===== src/rtl/tz_pkg.sv =====
// tz_pkg: shared states, default sizes and round-robin pick for the trailing-zero scheduler
package tz_pkg;
  typedef enum logic [1:0] {IDLE, RUN, RESP} state_t;
  localparam int NREQ_D  = 4;
  localparam int WIDTH_D = 8;
  localparam int IDW_D   = 2;
  localparam int CW_D    = 4;
  // first set index scanning last+1, last+2, ... modulo n (n <= 8)
  function automatic logic [2:0] rr_next(input logic [7:0] valid, input logic [2:0] last, input int n);
    logic [2:0] g;
    logic found;
    int j;
    g = '0;
    found = 1'b0;
    for (int i = 1; i <= 8; i++) begin
      j = (int'(last) + i) % n;
      if (i <= n && !found && valid[j[2:0]]) begin
        g = j[2:0];
        found = 1'b1;
      end
    end
    return g;
  endfunction
endpackage


===== src/rtl/tz_serial_engine.sv =====
// tz_serial_engine: one-bit-per-cycle trailing-zero counter
module tz_serial_engine import tz_pkg::*; #(
  parameter int WIDTH = WIDTH_D,
  parameter int CW    = CW_D
) (
  input  logic             clk,
  input  logic             rst,
  input  logic             load,
  input  logic [WIDTH-1:0] operand,
  input  logic             step,
  output logic             done,
  output logic [CW-1:0]    count,
  output logic             zero
);
  logic [WIDTH-1:0] op_q, op_d;
  logic [CW-1:0]    cnt_q, cnt_d;
  logic             adv;
  assign zero  = cnt_q == CW'(WIDTH);
  assign done  = op_q[0] | zero;
  assign count = cnt_q;
  assign adv   = step && !done;
  // load clears the count; each step shifts out one zero until a one or WIDTH zeros are seen
  always_comb begin
    op_d  = load ? operand : adv ? op_q >> 1 : op_q;
    cnt_d = load ? '0 : adv ? cnt_q + CW'(1) : cnt_q;
  end
  // engine registers
  always_ff @(posedge clk or posedge rst) begin
    if (rst) begin
      op_q  <= '0;
      cnt_q <= '0;
    end else begin
      op_q  <= op_d;
      cnt_q <= cnt_d;
    end
  end
endmodule


===== src/rtl/tz_job_scheduler.sv =====
// tz_job_scheduler: round-robin sharing of one serial trailing-zero engine among NREQ requesters
module tz_job_scheduler import tz_pkg::*; #(
  parameter int NREQ  = NREQ_D,
  parameter int WIDTH = WIDTH_D,
  parameter int IDW   = IDW_D,
  parameter int CW    = CW_D
) (
  input  logic                  clk,
  input  logic                  rst,
  input  logic [NREQ-1:0]       req_valid,
  input  logic [NREQ*WIDTH-1:0] req_data,
  output logic [NREQ-1:0]       req_ready,
  output logic                  rsp_valid,
  input  logic                  rsp_ready,
  output logic [IDW-1:0]        rsp_id,
  output logic [CW-1:0]         rsp_count,
  output logic                  rsp_zero,
  output logic                  busy,
  output logic [15:0]           jobs_done
);
  state_t         state_q, state_d;
  logic [IDW-1:0] last_q, last_d, id_q, id_d, rsp_id_q, rsp_id_d, grant;
  logic [CW-1:0]  rsp_count_q, rsp_count_d, eng_count;
  logic           rsp_zero_q, rsp_zero_d, eng_done, eng_zero, accept;
  logic [15:0]    jobs_q, jobs_d;
  assign grant     = IDW'(rr_next(8'(req_valid), 3'(last_q), NREQ));
  assign accept    = state_q == IDLE && |req_valid && !rst;
  assign req_ready = accept ? NREQ'(1) << grant : '0;
  assign rsp_valid = state_q == RESP;
  assign busy      = state_q != IDLE;
  assign rsp_id    = rsp_id_q;
  assign rsp_count = rsp_count_q;
  assign rsp_zero  = rsp_zero_q;
  assign jobs_done = jobs_q;
  tz_serial_engine #(.WIDTH(WIDTH), .CW(CW)) u_eng (
    .clk     (clk),
    .rst     (rst),
    .load    (accept),
    .operand (req_data[int'(grant)*WIDTH +: WIDTH]),
    .step    (state_q == RUN),
    .done    (eng_done),
    .count   (eng_count),
    .zero    (eng_zero)
  );
  // next state: accept in IDLE, capture result when the engine finishes, retire on handshake
  always_comb begin
    state_d     = state_q;
    last_d      = last_q;
    id_d        = id_q;
    rsp_id_d    = rsp_id_q;
    rsp_count_d = rsp_count_q;
    rsp_zero_d  = rsp_zero_q;
    jobs_d      = jobs_q;
    if (accept) begin
      state_d = RUN;
      id_d    = grant;
    end
    if (state_q == RUN && eng_done) begin
      state_d     = RESP;
      rsp_id_d    = id_q;
      rsp_count_d = eng_count;
      rsp_zero_d  = eng_zero;
    end
    if (state_q == RESP && rsp_ready) begin
      state_d = IDLE;
      last_d  = id_q;
      jobs_d  = jobs_q + 16'd1;
    end
  end
  // scheduler FSM and response registers; pointer starts at NREQ-1 so requester 0 wins first
  always_ff @(posedge clk or posedge rst) begin
    if (rst) begin
      state_q     <= IDLE;
      last_q      <= IDW'(NREQ - 1);
      id_q        <= '0;
      rsp_id_q    <= '0;
      rsp_count_q <= '0;
      rsp_zero_q  <= 1'b0;
      jobs_q      <= '0;
    end else begin
      state_q     <= state_d;
      last_q      <= last_d;
      id_q        <= id_d;
      rsp_id_q    <= rsp_id_d;
      rsp_count_q <= rsp_count_d;
      rsp_zero_q  <= rsp_zero_d;
      jobs_q      <= jobs_d;
    end
  end
endmodule


===== config.mk =====
export PLATFORM = sky130hd
export DESIGN_NAME = tz_job_scheduler
export DESIGN_NICKNAME = d
export VERILOG_FILES = /design/src/rtl/tz_pkg.sv /design/src/rtl/tz_serial_engine.sv /design/src/rtl/tz_job_scheduler.sv
export SDC_FILE = /design/constraint.sdc
export NUM_CORES = 1
export LEC_CHECK = 0
export ABC_AREA = 1
export CAP_MARGIN = 10
export CORE_ASPECT_RATIO = 0.6
export CORE_MARGIN = 2
export CORE_UTILIZATION = 26
export DETAILED_ROUTE_END_ITERATION = 10
export SLEW_MARGIN = 20
export SYNTH_ARGS = -nofsm -noshare
export SYNTH_HDL_FRONTEND = slang
export SYNTH_SLANG_ARGS = --single-unit

===== constraint.sdc =====
create_clock -name clk -period 3.1 [get_ports clk]
set_clock_uncertainty 0.05 [all_clocks]
set_input_delay 0.62 -clock clk [delete_from_list [all_inputs] [get_ports clk]]
set_output_delay 0.62 -clock clk [all_outputs]
set_load 0.005 [all_outputs]

Word level (Yosys, flattened, before mapping)
Cells that the tools add are included.
{"block": "op_classes", "n_addsub": 6, "eq_ne": 3, "bitwise_logic": 5, "n_shift": 2, "n_reduce_logical": 22, "magnitude_cmp": 4, "mux": 23}
{"op": "$shiftx A32 B6 Y8", "count": 1}
{"op": "$add A16 B1 Y16 const B", "count": 1}
{"op": "$lt A3 B4 Y1 const B", "count": 4}
{"op": "$mux W8", "count": 2}
{"op": "$mux W2", "count": 7}
{"op": "$bmux W1 S3", "count": 4}
{"op": "$mux W4", "count": 3}
{"op": "$logic_and A1 B1 Y1", "count": 8}
{"op": "$reduce_or A2 Y1", "count": 4}
{"op": "$mux W1", "count": 7}
{"op": "$logic_not A1 Y1", "count": 5}
{"op": "$add A2 B1 Y2 const B", "count": 2}
{"op": "$add A2 B2 Y2 const B", "count": 2}
{"op": "$add A4 B1 Y4 const B", "count": 1}
{"op": "$and A1 B1 Y1 const A", "count": 4}
{"op": "$eq A4 B4 Y1 const B", "count": 1}
{"op": "$reduce_bool A2 Y1", "count": 2}
{"op": "$reduce_or A4 Y1", "count": 1}
{"op": "$shl A1 B2 Y4 const A", "count": 1}
{"op": "$reduce_bool A3 Y1", "count": 1}
{"op": "$eq A2 B1 Y1 const B", "count": 1}
{"op": "$eq A2 B2 Y1 const B", "count": 1}
{"op": "$logic_not A2 Y1", "count": 1}
{"op": "$or A1 B1 Y1", "count": 1}
{"block": "totals", "input_bits": 39, "word_cells": 74, "register_bits": 41, "out_inout_bits": 29}

Longest topological paths before layout
Gate-level depths: netlist (run 1).
{"block": "depth", "depth_word": 17, "depth_mapped": 18}

Modules after synthesis
A second synthesis (run 1) with hierarchy kept.
{"block": "hier_totals", "cells_unflattened": 352, "area_unflattened_um2": 2658.8}
{"mod": "tz_job_scheduler", "area_per_inst_um2": 1974.4, "seq_area_each_um2": 728.2, "n_inst": 1, "cells_per_inst": 264}
{"mod": "tz_serial_engine", "area_per_inst_um2": 684.4, "seq_area_each_um2": 300.3, "n_inst": 1, "cells_per_inst": 88}

Worst setup path before layout (run 1)
OpenSTA, ideal clock, no wires.
{"block": "synth_timing", "path_type": "input-to-output", "startpoint": "input rst", "endpoint": "output req_ready[0]", "t_arrival_ns": 2.355, "stages": 4, "required_time_ns": 2.430, "path_slack_ns": 0.075, "cell_sequence": "inv_1 -> nand4_1 -> clkbuf_1 -> nor3_1"}
{"block": "synth_between", "elab_chain_len": 3}
{"element": "start, declared", "line": "tz_job_scheduler.sv:9", "source": "input logic rst,"}
{"element": "$logic_not A1 Y1 (no source line)"}
{"element": "$logic_and A1 B1 Y1", "line": "tz_job_scheduler.sv:27", "source": "assign accept = state_q == IDLE && |req_valid && !rst;"}
{"element": "$mux W4", "line": "tz_job_scheduler.sv:28", "source": "assign req_ready = accept ? NREQ'(1) << grant : '0;"}
{"element": "end, declared", "line": "tz_job_scheduler.sv:12", "source": "output logic [NREQ-1:0] req_ready,"}
No other way between the ends.

Worst setup path in the final report (run 1)
{"block": "layout_timing", "startpoint": "input req_valid[3]", "endpoint": "output req_ready[0]"}
{"block": "layout_between", "elab_chain_len": 14, "word_cells_on_any_way": 26}
{"element": "start, declared", "line": "tz_job_scheduler.sv:10", "source": "input logic [NREQ-1:0] req_valid,"}
{"element": "$bmux W1 S3", "line": "tz_pkg.sv:17", "source": "if (i <= n && !found && valid[j[2:0]]) begin"}
{"element": "$mux W1 (not written as such)", "line": "tz_pkg.sv:17"}
{"element": "$mux W1", "line": "tz_pkg.sv:17"}
{"element": "$logic_not A1 Y1", "line": "tz_pkg.sv:17"}
{"element": "$logic_and A1 B1 Y1", "line": "tz_pkg.sv:17"}
{"element": "$mux W1", "line": "tz_pkg.sv:17"}
{"element": "$logic_not A1 Y1", "line": "tz_pkg.sv:17"}
{"element": "$logic_and A1 B1 Y1", "line": "tz_pkg.sv:17"}
{"element": "$mux W1", "line": "tz_pkg.sv:17"}
{"element": "$logic_not A1 Y1", "line": "tz_pkg.sv:17"}
{"element": "$logic_and A1 B1 Y1", "line": "tz_pkg.sv:17"}
{"element": "$mux W2", "line": "tz_pkg.sv:17"}
{"element": "$shl A1 B2 Y4", "line": "tz_job_scheduler.sv:28"}
{"element": "$mux W4 *", "line": "tz_job_scheduler.sv:28"}
Every way passes the cells marked *; elsewhere a longest branch is shown, timed or not. The select of a mux whose other input is x is not followed.

==> results.yml, run 1 <==
cts:
  clk-insertion-delay-late_ns: 0.28
  root_buffer: "clkbuf_16"
  clk_pin_slew_ns: 0.05
  clock_sinks: 41
  cts_buffers: 5
  cts_buffer_depth: 2
  postCtsHoldBufs: 0
  htreeDepth: 2
  cts_tree: "done"
global_routing:
  grt_pass1_wl_um: 10140
  grt_max_degree: 42
  grt_overflow: 0
  grt.total_usage_pct: 12.17
  antenna_found_initial: 0
  grt_pass1_vias: 2143
power:
  p_int_uw: 1912
  power.share.clock_pct: 17.7
  comb_power_share_pct: 57.2
  powerDensity_nw_per_um2: 963.8
  swShare_pct: 43.08
  seqPwrFrac_pct: 25.1
  p_leak_uw: 0.001725
  p_switching_uw: 1447
  vdd.ir_drop.worst_mv: 0.3737
sta:
  finalCritPeriodShare_pct: 95.66
  rsz0062_at_grt: "no"
  hold_violations: 0
  final_max_slew_viol_count: 0
  timing.fmax_mhz: 337.2
  worst_pin_slew_ns: 0.5263
  final.setup.tns_ns: 0
  final-setup-viol-count: 0
  fin_crit_ns: 2.965
  maxSlewHeadroom_pct: 64.91
  setup_ws_ns: 0.1346
floorplanning:
  num_rows: 27
  die_w_um: 130.4
  core_area_um2: 9256
  die_h_um: 79.86
  dieArea_um2: 10420
  start_util_pct: 26.94
  ios: 68
synthesis:
  synth_top_family_by_area: "simple AND/OR/NAND/NOR gates"
  syn-mean-instance-area_um2: 7.603
  synth_fa_ha_area_share_pct: 1.505
  seq_area_frac_synth_pct: 41.24
  synth_cells: 328
  synth_xor_area_share_pct: 4.917
  synth.distinct_cells: 30
  synth.area.top_cells: "dfrtp_1 39%, nand2_1 15%, nand2_2 7.3%, nand3_1 6.4%, inv_1 5.1%"
  synth-seq-cells: 41
  netlist_area_um2: 2494
  muxShareOfSynthArea_pct: 1.355
  syn_nets: 370
  yosysWarnings: 0
  yosys.area.top_type: "dfrtp_1"
  synth-simple-area-share_pct: 35.62
  synth-compound-area-share_pct: 5.820
  synth_top_area_share_pct: 39.14
layout:
  syn2layout_area_growth_pct: 39.79
  num-fill-cells: 979
  finalNonFillerCells: 533
  drive_gt1_share_pct: 16.38
  post-route-util_pct: 37.66
  n_antenna_cell: 0
  nets: 444
route:
  firstDrtPassIters: 4
  wl_per_cell_um: 11.02
  num_vias: 2268
  via_per_inst: 4.255
  ant_nets: 0
  drtIter0Drc: 108
  drc: 0
  wirelength_um: 5872
outcome:
  status: "complete, no violations"
setup_path:
  cpPeakStageDelay_ns: 0.52
  crit_path_cell_trace: "clkdlybuf4s50_1 -> inv_1 -> nand2_1 -> nand3_1 -> nand2_1 -> nor2_2 -> nand2_2 -> nand3_1 -> nand2_2 -> inv_2 -> nor3_1 -> clkdlybuf4s15_1"
  path_class: "in -> out"
  worstPathMaxFanout: 4
  cp.required_ns: 2.43
  setup.worst_path.start_class: "input port"
  crit_path_end_kind: "primary output"
  crit_slowest_cell: "clkdlybuf4s50_1"
  cp.arrival_ns: 2.30
placement:
  gp_congestion: 0.8019
  io_buffer_count: 67
  dp_slack_ns: -0.1936
  dp_cells: 524
  place_hpwl_um: 4568
run:
  maxCapViolations: 0
min_path:
  hp-class: "reg -> reg"
## registers in the layout, summed over array words and instances (netlist names)
name	flops
state_q	2
id_q	2
rsp_id	2
u_eng.count	4
rsp_zero	1
u_eng.op_q	8
last_q	2
rsp_count	4
jobs_done	16
## through the flow
| stage | total power, uW | cell area [um^2] | hold slack [ns] |
|---|---|---|---|
| floorplan | 2225 | 2494 | 0.4147 |
| finish | 3360 | 3486 | 0.4237 |
| CTS | 3372 | 3480 | 0.4241 |
| global route | 3713 | 3486 | 0.4649 |
| detailed placement | 2757 | 3309 | 0.4125 |
| global placement | 2718 | 3309 | 0.4123 |
## cells by family after synthesis
kind of cell	count (synthesis)
AOI/OAI and AO/OA	26
xor gates and xnor gates	14
adders and majority gates	3
buffers and inverters	49
DFF	41
muxes	3
and+or+nand+nor	192
## critical path, delay by kind of cell
family / cells / cell delay (ns)
buf+inv: 4 / 0.88
simple gates: 8 / 0.79
## worst paths after layout
path                          startpoint              to  slack (ns)  cells past startpoint
min in group asynchronous            rst    jobs_done[0]        0.81                      3
max reg2reg                    last_q[0]   u_eng.op_q[7]        0.83                     15
min                        jobs_done[15]   jobs_done[15]        0.42                      1
min reg2reg                jobs_done[15]   jobs_done[15]        0.42                      1
max in group asynchronous            rst  u_eng.count[0]        1.82                      3
max                         req_valid[3]    req_ready[0]        0.13                     12
## cells in the final DEF, fill, tap and decap left out, types with 2 or more instances in the layout
cell / count
nand3_1: 32
inv_2: 2
o22ai_1: 6
xor2_1: 10
buf_4: 11
o21ai_0: 16
nor2_2: 4
ha_1: 3
dfstp_2: 2
nor3_1: 4
clkdlybuf4s50_1: 63
dfrtp_1: 39
clkdlybuf4s15_1: 2
mux2_2: 3
nand4_1: 7
nand2_4: 2
clkbuf_16: 5
nand2_1: 100
nand2_2: 30
a21oi_1: 2
nor2_1: 10
and3_1: 2
inv_1: 34
xnor2_1: 4
## cell usage after synthesis, drive strengths merged
cell type / number
nand2: 132
dfrtp: 39
inv: 37
nand3: 32
o21ai: 16
nor2: 14
xor2: 10
buf: 8
nand4: 7
o22ai: 6
nor3: 4
xnor2: 4
a21oi: 3
clkbuf: 3
ha: 3
mux2: 3
and3: 2
dfstp: 2
a31o: 1
clkinv: 1
or2: 1
## cell type report
| type | instances | area (um^2) | share of cell area [%] |
|---|---|---|---|
| Inverter | 38 | 145.1 | 4.164 |
| Sequential cell | 41 | 1028 | 29.50 |
| Timing Repair Buffer | 78 | 747.0 | 21.43 |
| Clock buffer | 7 | 142.6 | 4.092 |
| Tap cell | 130 | 162.7 | 4.666 |
| Clock inverter | 1 | 30.03 | 0.8615 |
| Multi-Input combinational cell | 238 | 1230 | 35.28 |
## power by group through the flow
stage | clock network [uW] | registers (uW) | logic (uW)
2_1_floorplan | 0 | 819 | 1410
3_3_place_gp | 0 | 843 | 1870
3_5_place_dp | 0 | 854 | 1900
4_1_cts | 612 | 845 | 1910
5_1_grt | 638 | 868 | 2210
6_report | 595 | 842 | 1920
## routing by layer
layer  track usage (%)  wire length, um  vias up  share of wire, %
li1                  -                -     1185                 -
met1             18.13             3072     1019                52
met2             16.81             2350       59                40
met3             4.088              415        5               7.1
met4             2.553               34        0              0.58
met5                 0                0        -                 0
## timing repair
action | 4_1_cts | 5_1_grt
pin swaps | 0 | 1
endpoints found under the setup margin | 4 | 3
resized for setup | 5 | 4
setup buffers | 0 | 1
Note: power is estimated with default switching activity, not from simulation.
==> inputs of run 2 (changes only) <==
==> constraint.sdc (replaced) <==
create_clock -name clk -period 3.6 [get_ports clk]
set_clock_uncertainty 0.05 [all_clocks]
set_input_delay 0.72 -clock clk [delete_from_list [all_inputs] [get_ports clk]]
set_output_delay 0.72 -clock clk [all_outputs]
set_load 0.01 [all_outputs]
==> results.yml, run 2 (synthesis results as in run 1) <==
power:
  p_leak_uw: 0.001770
  vdd.ir_drop.worst_mv: 0.2850
  powerDensity_nw_per_um2: 832.8
setup_path:
  reg2reg_from: "last_q[0]"
  timing.rr.end: "u_eng.op_q[0]"
  setup.worst_path.start_class: "input port"
  cp.required_ns: 2.83
  worstPathMaxFanout: 4
  path_class: "in -> out"
  crit_path_end_kind: "primary output"
  reg2regPathDepth: 16
  crit_path_cell_trace: "clkdlybuf4s50_1 -> inv_1 -> nand2_1 -> nand3_1 -> nand2_1 -> nor2_2 -> nand2_2 -> nand3_1 -> nand2_1 -> inv_2 -> nor3_1 -> dlymetal6s2s_1"
  cp_num_buf_inv: 4
  cp_top_family: "buffers and inverters"
  cpMostUsedCell: "nand2_1"
  cpPeakStageDelay_ns: 0.54
  regToRegSetupSlack_ns: 1.39
  crit_slowest_cell: "clkdlybuf4s50_1"
  cp.arrival_ns: 2.37
global_routing:
  grt_overflow: 0
  grt_max_degree: 42
  grt.total_usage_pct: 12.62
  grt_pass1_wl_um: 10350
  grt_pass1_vias: 2158
  antenna_found_initial: 0
cts:
  clk_pin_slew_ns: 0.05
  cts_setup_buffers: 0
  cts_buffer_depth: 2
  clk-insertion-delay-late_ns: 0.28
  clock_sinks: 41
  root_buffer: "clkbuf_16"
  cts_buffers: 5
  htreeDepth: 2
  cts_tree: "done"
  postCtsHoldBufs: 0
placement:
  io_buffer_count: 67
  gp_congestion: 0.8157
  place_hpwl_um: 4731
floorplanning:
  start_util_pct: 26.94
  core_area_um2: 9256
  die_w_um: 130.4
  ios: 68
  num_rows: 27
  dieArea_um2: 10420
  die_h_um: 79.86
min_path:
  whs_endpoint: "jobs_done[15]"
  hold_depth: 1
  hp-class: "reg -> reg"
  hold_start: "jobs_done[15]"
route:
  firstDrtPassIters: 4
  drtIter0Drc: 143
  drc: 0
  via_per_inst: 4.257
  ant_nets: 0
  num_vias: 2252
  wl_per_cell_um: 11.40
  wirelength_um: 6028
sta:
  finalCritPeriodShare_pct: 87.19
  final-setup-viol-count: 0
  timing.fmax_mhz: 318.6
  holdWs_ns: 0.4132
  final_max_slew_viol_count: 0
  maxSlewHeadroom_pct: 65.53
  hold_violations: 0
  fin_crit_ns: 3.139
  rsz0062_at_grt: "no"
  worst_pin_slew_ns: 0.5170
  final.setup.tns_ns: 0
layout:
  largest_register_ffs: 16
  nets: 440
  syn2layout_area_growth_pct: 39.14
  num-fill-cells: 952
  final_cell_mix: "101 x nand2_1, 63 x clkdlybuf4s50_1, 39 x dfrtp_1"
  n_antenna_cell: 0
  drive_gt1_share_pct: 15.04
  final_common_cell: "nand2_1"
run:
  maxCapViolations: 0
outcome:
  status: "complete, no violations"
run 2: repair_timing:
item | in CTS | in global routing
gates resized for setup | 0 | 4
hold endpoints to repair | 0 | 0
setup endpoints to repair | 0 | 4
run 2: final cells by class:
type                            instances  area (um^2)  area share, %
Clock inverter                          1        30.03         0.8655
Tap cell                              130        162.7          4.688
Inverter                               38        145.1          4.183
Multi-Input combinational cell        238         1227          35.38
Timing Repair Buffer                   74        733.2          21.13
Clock buffer                            7        142.6          4.111
Sequential cell                        41         1028          29.64
run 2: report_power, final:
part / switching, uW / internal [uW]
clock: 170 / 346
sequential: 111 / 616
combinational: 994 / 651
run 2: worst max-delay path by stage:
stage / from / end / slack (ns) / cells after the start
global placement: req_valid[3] / req_ready[1] / 0.10 / 12
CTS: req_valid[3] / req_ready[1] / 0.05 / 12
finish: req_valid[3] / req_ready[1] / 0.46 / 12
floorplan: rst / req_ready[0] / 0.28 / 4
detailed placement: req_valid[3] / req_ready[1] / 0.05 / 12
global route: req_valid[3] / req_ready[1] / 0.22 / 11
run 2: metrics by stage:
step | utilization (%) | total power (uW) | worst slack, ns | instance area [um^2] | instances
floorplan | - | 1945 | 0.2762 | 2494 | 328
global placement | 35.51 | 2347 | 0.1049 | 3287 | 521
detailed placement | 35.51 | 2387 | 0.05112 | 3287 | 521
CTS | 37.38 | 2921 | 0.04598 | 3460 | 529
global route | 37.48 | 3181 | 0.2188 | 3470 | 529
finish | 37.48 | 2889 | 0.4611 | 3470 | 529
run 2: metal layers:
layer | vias up | part of all wire (%) | global-route usage (%)
li1 | 1173 | - | -
met1 | 1015 | 51 | 18.56
met2 | 62 | 42 | 18.01
met3 | 2 | 6.7 | 3.954
met4 | 0 | 0.22 | 2.553
met5 | - | 0 | 0
==> inputs of run 3 (changes only) <==
--- a/config.mk
+++ b/config.mk
@@ -11,6 +11,8 @@
 export CORE_MARGIN = 2
 export CORE_UTILIZATION = 26
 export DETAILED_ROUTE_END_ITERATION = 10
+export GPL_ROUTABILITY_DRIVEN = 0
+export SKIP_LAST_GASP = 1
 export SLEW_MARGIN = 20
 export SYNTH_ARGS = -nofsm -noshare
 export SYNTH_HDL_FRONTEND = slang
==> results of run 3 <==
Same layout as run 2: the final DEF is identical, and so are final timing and power.
